## src/rtl/regfile_arb_pkg.sv

```systemverilog
// ============================================================================
// regfile_arb_pkg : shared types and round-robin pick helper for regfile_arbiter
// Revision 1.0
// ============================================================================
`default_nettype none

package regfile_arb_pkg;

  localparam int MAX_NREQ = 8;

  typedef enum logic [0:0] {
    ARB  = 1'b0,
    LOCK = 1'b1
  } state_t;

  typedef struct packed {
    logic       found;
    logic [2:0] idx;
  } pick_t;

  // First set bit of valid strictly after ptr, wrapping within nreq entries.
  function automatic pick_t rr_pick(input logic [MAX_NREQ-1:0] valid,
                                    input logic [2:0]          ptr,
                                    input int                  nreq);
    pick_t r;
    int    j;
    r = '0;
    for (int i = 1; i <= MAX_NREQ; i++) begin
      j = (int'(ptr) + i) % nreq;
      if (i <= nreq && !r.found && valid[3'(j)]) begin
        r.found = 1'b1;
        r.idx   = 3'(j);
      end
    end
    return r;
  endfunction

endpackage

`default_nettype wire

```

## src/rtl/regfile_arbiter_if.sv

```systemverilog
// ============================================================================
// regfile_arbiter_if : requester-side bus of the shared register-file arbiter
// Revision 1.0
// ============================================================================
`default_nettype none

interface regfile_arbiter_if #(
  parameter int NREQ  = 4,
  parameter int DEPTH = 32,
  parameter int WIDTH = 8
);
  localparam int AW = $clog2(DEPTH);

  logic [NREQ-1:0]       req_valid;
  logic [NREQ-1:0]       req_write;
  logic [NREQ-1:0]       req_lock;
  logic [NREQ*AW-1:0]    req_addr;
  logic [NREQ*WIDTH-1:0] req_wdata;
  logic [NREQ-1:0]       req_ready;
  logic [NREQ-1:0]       rsp_valid;
  logic [WIDTH-1:0]      rsp_rdata;
  logic                  busy;

  modport master (
    output req_valid, req_write, req_lock, req_addr, req_wdata,
    input  req_ready, rsp_valid, rsp_rdata, busy
  );

  modport slave (
    input  req_valid, req_write, req_lock, req_addr, req_wdata,
    output req_ready, rsp_valid, rsp_rdata, busy
  );

endinterface

`default_nettype wire

```

## src/rtl/regfile_arb_mem.sv

```systemverilog
// ============================================================================
// regfile_arb_mem : DEPTH x WIDTH array, one write port, registered read port
// Revision 1.0
// ============================================================================
`default_nettype none

module regfile_arb_mem #(
  parameter int DEPTH = 32,
  parameter int WIDTH = 8,
  parameter int AW    = $clog2(DEPTH)
) (
  input  wire logic             clk,
  input  wire logic             rst_n,
  input  wire logic             we,
  input  wire logic [AW-1:0]    waddr,
  input  wire logic [WIDTH-1:0] wdata,
  input  wire logic             re,
  input  wire logic [AW-1:0]    raddr,
  output logic      [WIDTH-1:0] rdata
);

  logic [WIDTH-1:0] mem_q [DEPTH];
  logic [WIDTH-1:0] mem_d [DEPTH];
  logic [WIDTH-1:0] rdata_q;
  logic [WIDTH-1:0] rdata_d;

  // Out-of-range addresses drop writes and read back as zero.
  always_comb begin
    mem_d = mem_q;
    if (we && int'(waddr) < DEPTH) mem_d[waddr] = wdata;
    rdata_d = '0;
    if (re && int'(raddr) < DEPTH) rdata_d = mem_q[raddr];
  end

  always_ff @(posedge clk or negedge rst_n) begin
    if (!rst_n) begin
      for (int i = 0; i < DEPTH; i++) mem_q[i] <= '0;
      rdata_q <= '0;
    end else begin
      mem_q   <= mem_d;
      rdata_q <= rdata_d;
    end
  end

  assign rdata = rdata_q;

endmodule

`default_nettype wire

```

## src/rtl/regfile_arbiter.sv

```systemverilog
// ============================================================================
// regfile_arbiter : round-robin arbiter with burst lock over a shared regfile
// Revision 1.0
// ============================================================================
`default_nettype none

import regfile_arb_pkg::*;

module regfile_arbiter #(
  parameter int NREQ      = 4,
  parameter int DEPTH     = 32,
  parameter int WIDTH     = 8,
  parameter int MAX_BURST = 4
) (
  input wire logic          clk,
  input wire logic          rst_n,
  regfile_arbiter_if.slave  bus
);

  localparam int AW = $clog2(DEPTH);
  localparam int PW = $clog2(NREQ);
  localparam int CW = $clog2(MAX_BURST + 1);

  state_t          state_q, state_d;
  logic [PW-1:0]   ptr_q, ptr_d;
  logic [PW-1:0]   owner_q, owner_d;
  logic [CW-1:0]   cnt_q, cnt_d;
  logic [NREQ-1:0] rsp_valid_q, rsp_valid_d;

  pick_t            pick;
  logic             grant_ok;
  logic             acc;
  logic [PW-1:0]    acc_idx;
  logic [NREQ-1:0]  ready;
  logic             acc_write;
  logic [AW-1:0]    acc_addr;
  logic [WIDTH-1:0] acc_wdata;
  logic [WIDTH-1:0] mem_rdata;

  always_comb begin
    pick     = rr_pick(MAX_NREQ'(bus.req_valid), 3'(ptr_q), NREQ);
    grant_ok = pick.found && (int'(pick.idx) < NREQ);
    state_d  = state_q;
    ptr_d    = ptr_q;
    owner_d  = owner_q;
    cnt_d    = cnt_q;
    acc      = 1'b0;
    acc_idx  = owner_q;
    // Ready is held low while reset is asserted so outputs clear immediately.
    if (rst_n) begin
      case (state_q)
        ARB: begin
          if (grant_ok) begin
            acc     = 1'b1;
            acc_idx = pick.idx[PW-1:0];
            ptr_d   = pick.idx[PW-1:0];
            if (bus.req_lock[pick.idx[PW-1:0]] && MAX_BURST > 1) begin
              state_d = LOCK;
              owner_d = pick.idx[PW-1:0];
              cnt_d   = CW'(1);
            end
          end
        end
        LOCK: begin
          if (bus.req_valid[owner_q]) begin
            acc   = 1'b1;
            cnt_d = cnt_q + 1'b1;
            if (!bus.req_lock[owner_q] || int'(cnt_q) + 1 >= MAX_BURST) state_d = ARB;
          end else begin
            state_d = ARB;
          end
        end
        default: state_d = ARB;
      endcase
    end
    ready       = acc ? (NREQ'(1) << acc_idx) : '0;
    acc_write   = bus.req_write[acc_idx];
    acc_addr    = bus.req_addr[int'(acc_idx)*AW +: AW];
    acc_wdata   = bus.req_wdata[int'(acc_idx)*WIDTH +: WIDTH];
    rsp_valid_d = (acc && !acc_write) ? ready : '0;
  end

  always_ff @(posedge clk or negedge rst_n) begin
    if (!rst_n) begin
      state_q     <= ARB;
      ptr_q       <= PW'(NREQ - 1);
      owner_q     <= '0;
      cnt_q       <= '0;
      rsp_valid_q <= '0;
    end else begin
      state_q     <= state_d;
      ptr_q       <= ptr_d;
      owner_q     <= owner_d;
      cnt_q       <= cnt_d;
      rsp_valid_q <= rsp_valid_d;
    end
  end

  regfile_arb_mem #(
    .DEPTH (DEPTH),
    .WIDTH (WIDTH),
    .AW    (AW)
  ) u_mem (
    .clk   (clk),
    .rst_n (rst_n),
    .we    (acc && acc_write),
    .waddr (acc_addr),
    .wdata (acc_wdata),
    .re    (acc && !acc_write),
    .raddr (acc_addr),
    .rdata (mem_rdata)
  );

  assign bus.req_ready = ready;
  assign bus.rsp_valid = rsp_valid_q;
  assign bus.rsp_rdata = mem_rdata;
  assign bus.busy      = (state_q == LOCK);

endmodule

`default_nettype wire

```

## src/flat_wrapper.sv

```systemverilog
// flat-port wrapper written by rule: the top's interface ports become plain ports
module regfile_arbiter_flat 
#(
  parameter int NREQ      = 4,
  parameter int DEPTH     = 32,
  parameter int WIDTH     = 8,
  parameter int MAX_BURST = 4
)
  (clk, rst_n, bus_req_valid, bus_req_write, bus_req_lock, bus_req_addr, bus_req_wdata, bus_req_ready, bus_rsp_valid, bus_rsp_rdata, bus_busy);
  regfile_arbiter_if #(.NREQ(NREQ), .DEPTH(DEPTH), .WIDTH(WIDTH)) bus_i ();
  input wire logic clk;
  input wire logic rst_n;
  input wire logic [$bits(bus_i.req_valid)-1:0] bus_req_valid;
  input wire logic [$bits(bus_i.req_write)-1:0] bus_req_write;
  input wire logic [$bits(bus_i.req_lock)-1:0] bus_req_lock;
  input wire logic [$bits(bus_i.req_addr)-1:0] bus_req_addr;
  input wire logic [$bits(bus_i.req_wdata)-1:0] bus_req_wdata;
  output wire logic [$bits(bus_i.req_ready)-1:0] bus_req_ready;
  output wire logic [$bits(bus_i.rsp_valid)-1:0] bus_rsp_valid;
  output wire logic [$bits(bus_i.rsp_rdata)-1:0] bus_rsp_rdata;
  output wire logic [$bits(bus_i.busy)-1:0] bus_busy;
  assign bus_i.req_valid = bus_req_valid;
  assign bus_i.req_write = bus_req_write;
  assign bus_i.req_lock = bus_req_lock;
  assign bus_i.req_addr = bus_req_addr;
  assign bus_i.req_wdata = bus_req_wdata;
  assign bus_req_ready = bus_i.req_ready;
  assign bus_rsp_valid = bus_i.rsp_valid;
  assign bus_rsp_rdata = bus_i.rsp_rdata;
  assign bus_busy = bus_i.busy;
  regfile_arbiter #(.NREQ(NREQ), .DEPTH(DEPTH), .WIDTH(WIDTH), .MAX_BURST(MAX_BURST)) u_core (.clk(clk), .rst_n(rst_n), .bus(bus_i));
endmodule
```

## config.mk

```make
export PLATFORM = sky130hd
export DESIGN_NAME = regfile_arbiter_flat
export DESIGN_NICKNAME = d
export VERILOG_FILES = /design/src/rtl/regfile_arb_pkg.sv /design/src/rtl/regfile_arbiter_if.sv /design/src/rtl/regfile_arb_mem.sv /design/src/rtl/regfile_arbiter.sv /design/src/flat_wrapper.sv
export SDC_FILE = /design/constraint.sdc
export NUM_CORES = 1
export LEC_CHECK = 0
export ABC_AREA = 1
export CORE_MARGIN = 2
export CORE_UTILIZATION = 55
export CTS_BUF_LIST = sky130_fd_sc_hd__clkbuf_16
export DETAILED_ROUTE_END_ITERATION = 8
export PLACE_DENSITY = 0.84
export SLEW_MARGIN = 20
export SYNTH_ARGS = -nofsm -noshare
export SYNTH_HDL_FRONTEND = slang
export SYNTH_HIERARCHICAL = 1
export SYNTH_SLANG_ARGS = --single-unit
```

## constraint.sdc

```tcl
create_clock -name clk -period 4 [get_ports clk]
set_clock_uncertainty 0.15 [all_clocks]
set_input_delay 0.4 -clock clk [delete_from_list [all_inputs] [get_ports clk]]
set_output_delay 0.4 -clock clk [all_outputs]
set_load 0.05 [all_outputs]
```

# ---- Yosys cells after proc, flatten, opt, wreduce, memory -nomap -nowiden
# Cells that the tools add are included.
# W data, S select, Z words.
dict set report word_totals {
  word_cells 137
  inputBits 66
  register_bits 276
}
dict set report classes {
  n_mul 1
  eq_ne 3
  bitwise 6
  n_reduce_logical 20
  order_cmp 11
  addsub 6
  n_mux 49
  shifts 3
}
# cell n
set op_table {}
lappend op_table {{$bwmux W256} 1}
lappend op_table {{$bmux W8 S5} 1}
lappend op_table {{$demux W8 S5} 1}
lappend op_table {{$ge A32 B4 Y1 const B} 1}
lappend op_table {{$mux W8} 4}
lappend op_table {{$shiftx A20 B32 Y5} 1}
lappend op_table {{$shiftx A32 B6 Y8} 1}
lappend op_table {{$mux W4} 6}
lappend op_table {{$lt A3 B5 Y1 const B} 4}
lappend op_table {{$mux W1} 19}
lappend op_table {{$bmux W1 S3} 4}
lappend op_table {{$lt A2 B3 Y1 const B} 3}
lappend op_table {{$mux W3} 3}
lappend op_table {{$bmux W1 S2} 4}
lappend op_table {{$reduce_and A4 Y1} 2}
lappend op_table {{$reduce_or A2 Y1} 4}
lappend op_table {{$logic_and A1 B1 Y1} 7}
lappend op_table {{$ge A6 B6 Y1 const B} 1}
lappend op_table {{$lt A6 B1 Y1 const B} 1}
lappend op_table {{$mux W2} 3}
lappend op_table {{$not A5 Y6} 1}
lappend op_table {{$pmux W3 S2} 1}
lappend op_table {{$logic_not A1 Y1} 5}
lappend op_table {{$mul A2 B3 Y5 const B} 1}
lappend op_table {{other kinds (13)} 20}

# ---- Depth between registers and ports, before layout
dict set report logic_depth {
  ltp_word 29
  depth_mapped 29
}

# ---- By module
# Netlist, hierarchy kept.
# mod cells_per_inst area_each_um2 n_inst
set by_module_without_submodules {}
lappend by_module_without_submodules {regfile_arb_mem 1517 12040.3 1}
lappend by_module_without_submodules {regfile_arbiter 269 1580.3 1}

# ---- Worst setup path after synthesis
# Ideal clock, no wire load.
dict set report synth_timing {
  path_kind {reg-to-reg}
  from {register u_core.ptr_q[0]}
  to {register u_core.u_mem.rdata_q[1] (netlist: u_core/u_mem/rdata[1])}
  path_slack_ns 0.689
  setup_ns 0.071
  required_ns 3.779
  t_arrival_ns 3.090
  path_stages_with_launch 26
  path_buffers 5
  period_less_slack_ns 3.311
  cell_sequence {dfstp_2 -> buf_6 -> inv_4 -> nand2_1 -> nand2_1 -> nand2_1 -> nand2_2 -> nor2_4 -> nand3_4 -> nand2_4 -> inv_6 -> nand2_8 -> nand2_4 -> buf_6 -> buf_4 -> nand3_1 -> nand3_1 -> inv_1 -> clkbuf_1 -> clkbuf_1 -> o21ai_0 -> o21ai_0 -> nor2_1 -> nor2_1 -> nor2_1 -> nor2_1}
}
dict set report synth_between {
  elab_chain_len 28
  elab_cells_between_ends 53
}
# element line
set synth_lines {}
lappend synth_lines {{start: declaration} regfile_arbiter.sv:25} ;# logic [PW-1:0] ptr_q, ptr_d;
lappend synth_lines {{start signal: assignment} regfile_arbiter.sv:86} ;# ptr_q <= PW'(NREQ - 1);
lappend synth_lines {{start signal: assignment} regfile_arbiter.sv:92} ;# ptr_q <= ptr_d;
lappend synth_lines {{$add A2 B1 Y2} regfile_arb_pkg.sv:29} ;# j = (int'(ptr) + i) % nreq;
lappend synth_lines {{$reduce_or A2 Y1 (no line)} --}
lappend synth_lines {{$and A1 B1 Y1 (no line)} --}
lappend synth_lines {{$bmux W1 S3} regfile_arb_pkg.sv:30} ;# if (i <= nreq && !r.found && valid[3'(j)]) begin
lappend synth_lines {{$mux W1 (not written as such) (2 in series)} regfile_arb_pkg.sv:30}
lappend synth_lines {{$mux W4} regfile_arb_pkg.sv:30}
lappend synth_lines {{$logic_not A1 Y1} regfile_arb_pkg.sv:30}
lappend synth_lines {{$logic_and A1 B1 Y1} regfile_arb_pkg.sv:30}
lappend synth_lines {{(+12 left out)} --}
lappend synth_lines {{$mul A2 B3 Y5 *} regfile_arbiter.sv:78} ;# acc_addr = bus.req_addr[int'(acc_idx)*AW +: AW];
lappend synth_lines {{$shiftx A20 B32 Y5 *} regfile_arbiter.sv:78}
lappend synth_lines {{named net u_core.acc_addr[0]} regfile_arbiter.sv:36} ;# logic [AW-1:0] acc_addr;
lappend synth_lines {{$not A5 Y6 (not written as such) *} regfile_arb_mem.sv:32} ;# if (re && int'(raddr) < DEPTH) rdata_d = mem_q[raddr];
lappend synth_lines {{$bmux W8 S5 *} regfile_arb_mem.sv:32}
lappend synth_lines {{$mux W8 (not written as such) * (2 in series)} regfile_arb_mem.sv:32}
lappend synth_lines {{$mux W8 *} regfile_arb_mem.sv:32}
lappend synth_lines {{named net u_core.u_mem.rdata_d[1]} regfile_arb_mem.sv:25} ;# logic [WIDTH-1:0] rdata_d;
lappend synth_lines {{end signal: assignment} regfile_arb_mem.sv:41} ;# rdata_q <= rdata_d;
lappend synth_lines {{end: declaration} regfile_arb_mem.sv:24} ;# logic [WIDTH-1:0] rdata_q;
# The timed path passes the listed nets; every way through them passes the cells marked *. The select of a mux whose other input is x is not followed.
# A chain may end at the register's enable or synchronous reset.

# ---- Final worst setup path
dict set report layout_timing {
  from {register u_core.ptr_q[0]}
  to {register u_core/u_mem/mem_q[229] (netlist bit)}
}
dict set report layout_between {
  elab_chain_len 29
  elab_cells_between_ends 55
}
# element line
set layout_lines {}
lappend layout_lines {{$add A2 B1 Y2} regfile_arb_pkg.sv:29}
lappend layout_lines {{$reduce_or A2 Y1 (no line)} --}
lappend layout_lines {{$and A1 B1 Y1 (no line)} --}
lappend layout_lines {{$bmux W1 S3} regfile_arb_pkg.sv:30}
lappend layout_lines {{$mux W1 (not written as such) (2 in series)} regfile_arb_pkg.sv:30}
lappend layout_lines {{$mux W4} regfile_arb_pkg.sv:30}
lappend layout_lines {{$logic_not A1 Y1} regfile_arb_pkg.sv:30}
lappend layout_lines {{$logic_and A1 B1 Y1} regfile_arb_pkg.sv:30}
lappend layout_lines {{(+13 left out)} --}
lappend layout_lines {{$shiftx A20 B32 Y5 *} regfile_arbiter.sv:78}
lappend layout_lines {{named net u_core.acc_addr[1]} regfile_arbiter.sv:36}
lappend layout_lines {{$not A5 Y6 (not written as such) *} regfile_arb_mem.sv:30} ;# if (we && int'(waddr) < DEPTH) mem_d[waddr] = wdata;
lappend layout_lines {{$ge A6 B6 Y1 (not written as such) / $lt A6 B1 Y1 (equally long branches)} regfile_arb_mem.sv:30}
lappend layout_lines {{$logic_and A1 B1 Y1 (not written as such)} regfile_arb_mem.sv:30}
lappend layout_lines {{$mux W8 (not written as such)} regfile_arb_mem.sv:30}
lappend layout_lines {{$demux W8 S5 *} regfile_arb_mem.sv:30}
lappend layout_lines {{$bwmux W256 *} regfile_arb_mem.sv:30}
lappend layout_lines {{end signal: assignment} regfile_arb_mem.sv:40} ;# mem_q <= mem_d;
lappend layout_lines {{end: declaration} regfile_arb_mem.sv:22} ;# logic [WIDTH-1:0] mem_q [DEPTH];
# Marked as above.

==> summary.txt <==
Logic synthesis
  • Main combinational cell family by area after synthesis: simple AND/OR/NAND/NOR gates
  • Post-synth top area cell: dfrtp_1
  • Library cells used by synthesis: 34
  • Mean Syn Cell Area: 7.626 sq um
  • Yosys reg bits: 276
  • Ranking of synthesized cells by area: dfrtp_1, nand2_1, o21ai_0, nand3_1, nor2_1
  • Yosys warnings: 6
  • Synth Net Count: 1853
  • Synth Instances: between 1500 and 2000
  • Mux cell area share after synthesis: 0
  • Post-synthesis simple-gate area fraction: 0.3249
  • Async SR Flop Fraction: 1.000
  • Mapped Area: roughly 14000 sq um
  • Synth Area in Compound Gates: 0.1106
  • Synth Area in Adders: 0.0009186
  • Count leader, synth: nand2_1
  • Ys flop type: dfrtp_1
  • List of most frequent post-synthesis cells: nand2_1, dfrtp_1, o21ai_0
  • Register area share after synthesis: 0.5073
  • Synth Area in XOR/XNOR: 0.0006430
  • Share of the synthesized area in the top cell type: 0.5034
  • Post-synth EDFFs: 0

Timing
  • Hold slack: 0.3345 ns
  • Max Clk Rate: between 200 and 300 MHz
  • Final Hold Viols: 0
  • Setup-failing EPs final: 0
  • Least-Margin Pin Slew: between 1 and 1.5 ns
  • Setup TNS: 0 ns
  • Slew Viols, Final: 0
  • Crit share post-route: 0.9572
  • Fin crit period: 3.829 ns
  • Max_slew headroom: 0.2461

Finish
  • Area growth, synth to finish: 17.69%
  • Share of cells above drive strength 1: 0.09952
  • Nets: 1904
  • Ant. Diodes: 0

Clock network
  • CTS tree: built
  • Bufs on Longest Clock Path: 3
  • TritonCTS buffer count: 29
  • Worst-Skew Late Latency: 0.56 ns
  • H-tree Lvls: 1
  • Root buffer cell: clkbuf_16
  • Worst-path clk slew: around 0.06 ns
  • Clock sink count: 276

Hold path
  • Worst min-delay path category: reg -> reg

Routing
  • Vias: around 13000
  • Final WL: ~38000 microns
  • Post-route ant nets: 0
  • Drt drc: 0
  • DRT Pass-1 Iters: 6
  • Avg WL per Cell: 17.26 microns
  • Initial DRC count: about 1500
  • Via density per instance: 5.751

Die
  • I/O pin count: 83
  • Chip height: approximately 160 microns
  • DIE WIDTH: 161.4 microns
  • Die ar.: 26040 sq um
  • Core area: 24320 sq um
  • Rows: 57
  • Initial Util: 0.5601

Placement
  • PortBufs: 82
  • Post-DP HPWL: between 20000 and 25000 microns
  • GP Congestion: 0.9305

Status
  • Status: completed

Critical path
  • CP arrival: just over 4 ns
  • WS Path Type: reg -> reg
  • Worst Setup End Kind: register
  • Worst path required time: 4.23 ns
  • Crit Path Max Fanout: 25
  • Critical Path Start Type: register

Global routing
  • Gr usage total: 0.2900
  • First-pass GRT wire length: 61270 microns
  • Initial antenna violation count: 0
  • Overflow after GRT: 0
  • Vias in the first global route: 12000
  • Largest net degree at the start of global routing: 77

Flow run
  • # Max-Cap Violations: 0
-- worst max-delay path, cell delays in order (launching register included) --
cell and delay [ns]:
dfstp_2 0.61, buf_4 0.16, nand2_1 0.06, nand3_1 0.08, nand2_1 0.12, o21ai_1 0.17
nand2_1 0.12, a21oi_4 0.23, nand2_2 0.11, o21ai_4 0.16, buf_4 0.18, nand3_1 0.12
nand3_4 0.21, buf_12 0.21, inv_1 0.13, nor3_4 0.18, buf_4 0.20, nand2_1 0.07
buf_4 0.21, nand2_1 0.07, o21ai_0 0.08
-- layout make-up --
type | count | area, sq um
Clock buffer | 29 | 725.7
Clock inverter | 24 | 265.3
Fill cell | 1951 | 8289
Inverter | 54 | 215.2
Multi-Input combinational cell | 1339 | 6078
Sequential cell | 276 | 6909
Tap cell | 324 | 405.4
Timing Repair Buffer | 137 | 1431
-- cells in the final DEF (no fill, tap or decap), drive strengths merged --
| cell type | netlist | layout |
|---|---|---|
| clkdlybuf4s50 | 0 | 77 |
| bufinv | 0 | 6 |
| clkinvlp | 0 | 2 |
| nand3b | 2 | 2 |
| ha | 1 | 1 |
| xor2 | 1 | 1 |
| inv | 53 | 57 |
| dfrtp | 274 | 274 |
| buf | 51 | 59 |
| clkinv | 1 | 13 |
| nor2 | 98 | 98 |
| a21oi | 40 | 40 |
| o21ai | 253 | 253 |
| nand2 | 700 | 700 |
| nor4 | 1 | 1 |
| nand3 | 230 | 230 |
| a31oi | 1 | 1 |
| clkbuf | 66 | 29 |
| dfstp | 2 | 2 |
| nor3 | 12 | 12 |
| dlygate4sd3 | 0 | 1 |
-- worst paths after layout --
check	startpoint	end	slack, ns	depth (start not counted)
setup / recovery	u_core/ptr_q[0]	u_core/u_mem/mem_q[229]	0.17	20
hold / removal	u_core/u_mem/mem_q[248]	u_core/u_mem/mem_q[248]	0.33	2
setup reg to reg	u_core/ptr_q[0]	u_core/u_mem/mem_q[229]	0.17	20
hold reg to reg	u_core/u_mem/mem_q[248]	u_core/u_mem/mem_q[248]	0.33	2
max in group asynchronous	rst_n	u_core/u_mem/mem_q[223]	1.57	4
min in group asynchronous	rst_n	u_core/u_mem/mem_q[23]	0.61	3
-- repair_timing --
action                     in CTS  in global routing
pin swaps                       0                  4
hold endpoints to repair        1                  0
buffers inserted                0                 10
hold buffers                    1                  0
gates resized for setup         2                 30
setup endpoints to repair      24                263
-- sequential cells by signal, summed over array words and instances (netlist names) --
name and cells:
u_core/bus.busy 1, u_core/u_mem/mem_q 256, u_core/owner_q 2, u_core/u_mem/rdata 8, u_core/bus.rsp_valid 4, u_core/cnt_q 3
u_core/ptr_q 2
-- through the flow --
step | util | instances | instance area, sq um | setup slack (ns)
after floorplan | - | 1786 | 13620 | 0.6890
after global placement | 0.6083 | 2119 | 14790 | -0.1983
after detailed placement | 0.6083 | 2119 | 14790 | -0.2513
after CTS | 0.6497 | 2173 | 15800 | -0.04547
after global routing | 0.6592 | 2183 | 16030 | -0.02406
final | 0.6592 | 2183 | 16030 | 0.1711
-- logic make-up after synthesis --
kind of cell    Yosys count
compound gates          294
xor+xnor                  1
fa+ha+maj                 1
buf+inv                 171
flops                   276
simple gates           1043
-- metal layers --
metal	GRT usage	vias up	part of all wire
li1	-	5901	-
met1	0.3924	5918	0.41
met2	0.4683	613	0.47
met3	0.04854	123	0.083
met4	0.1189	0	0.037
met5	0	-	0
Power is not shown: default switching activity piles up to over one toggle a cycle in this logic, so the estimate is an artifact.
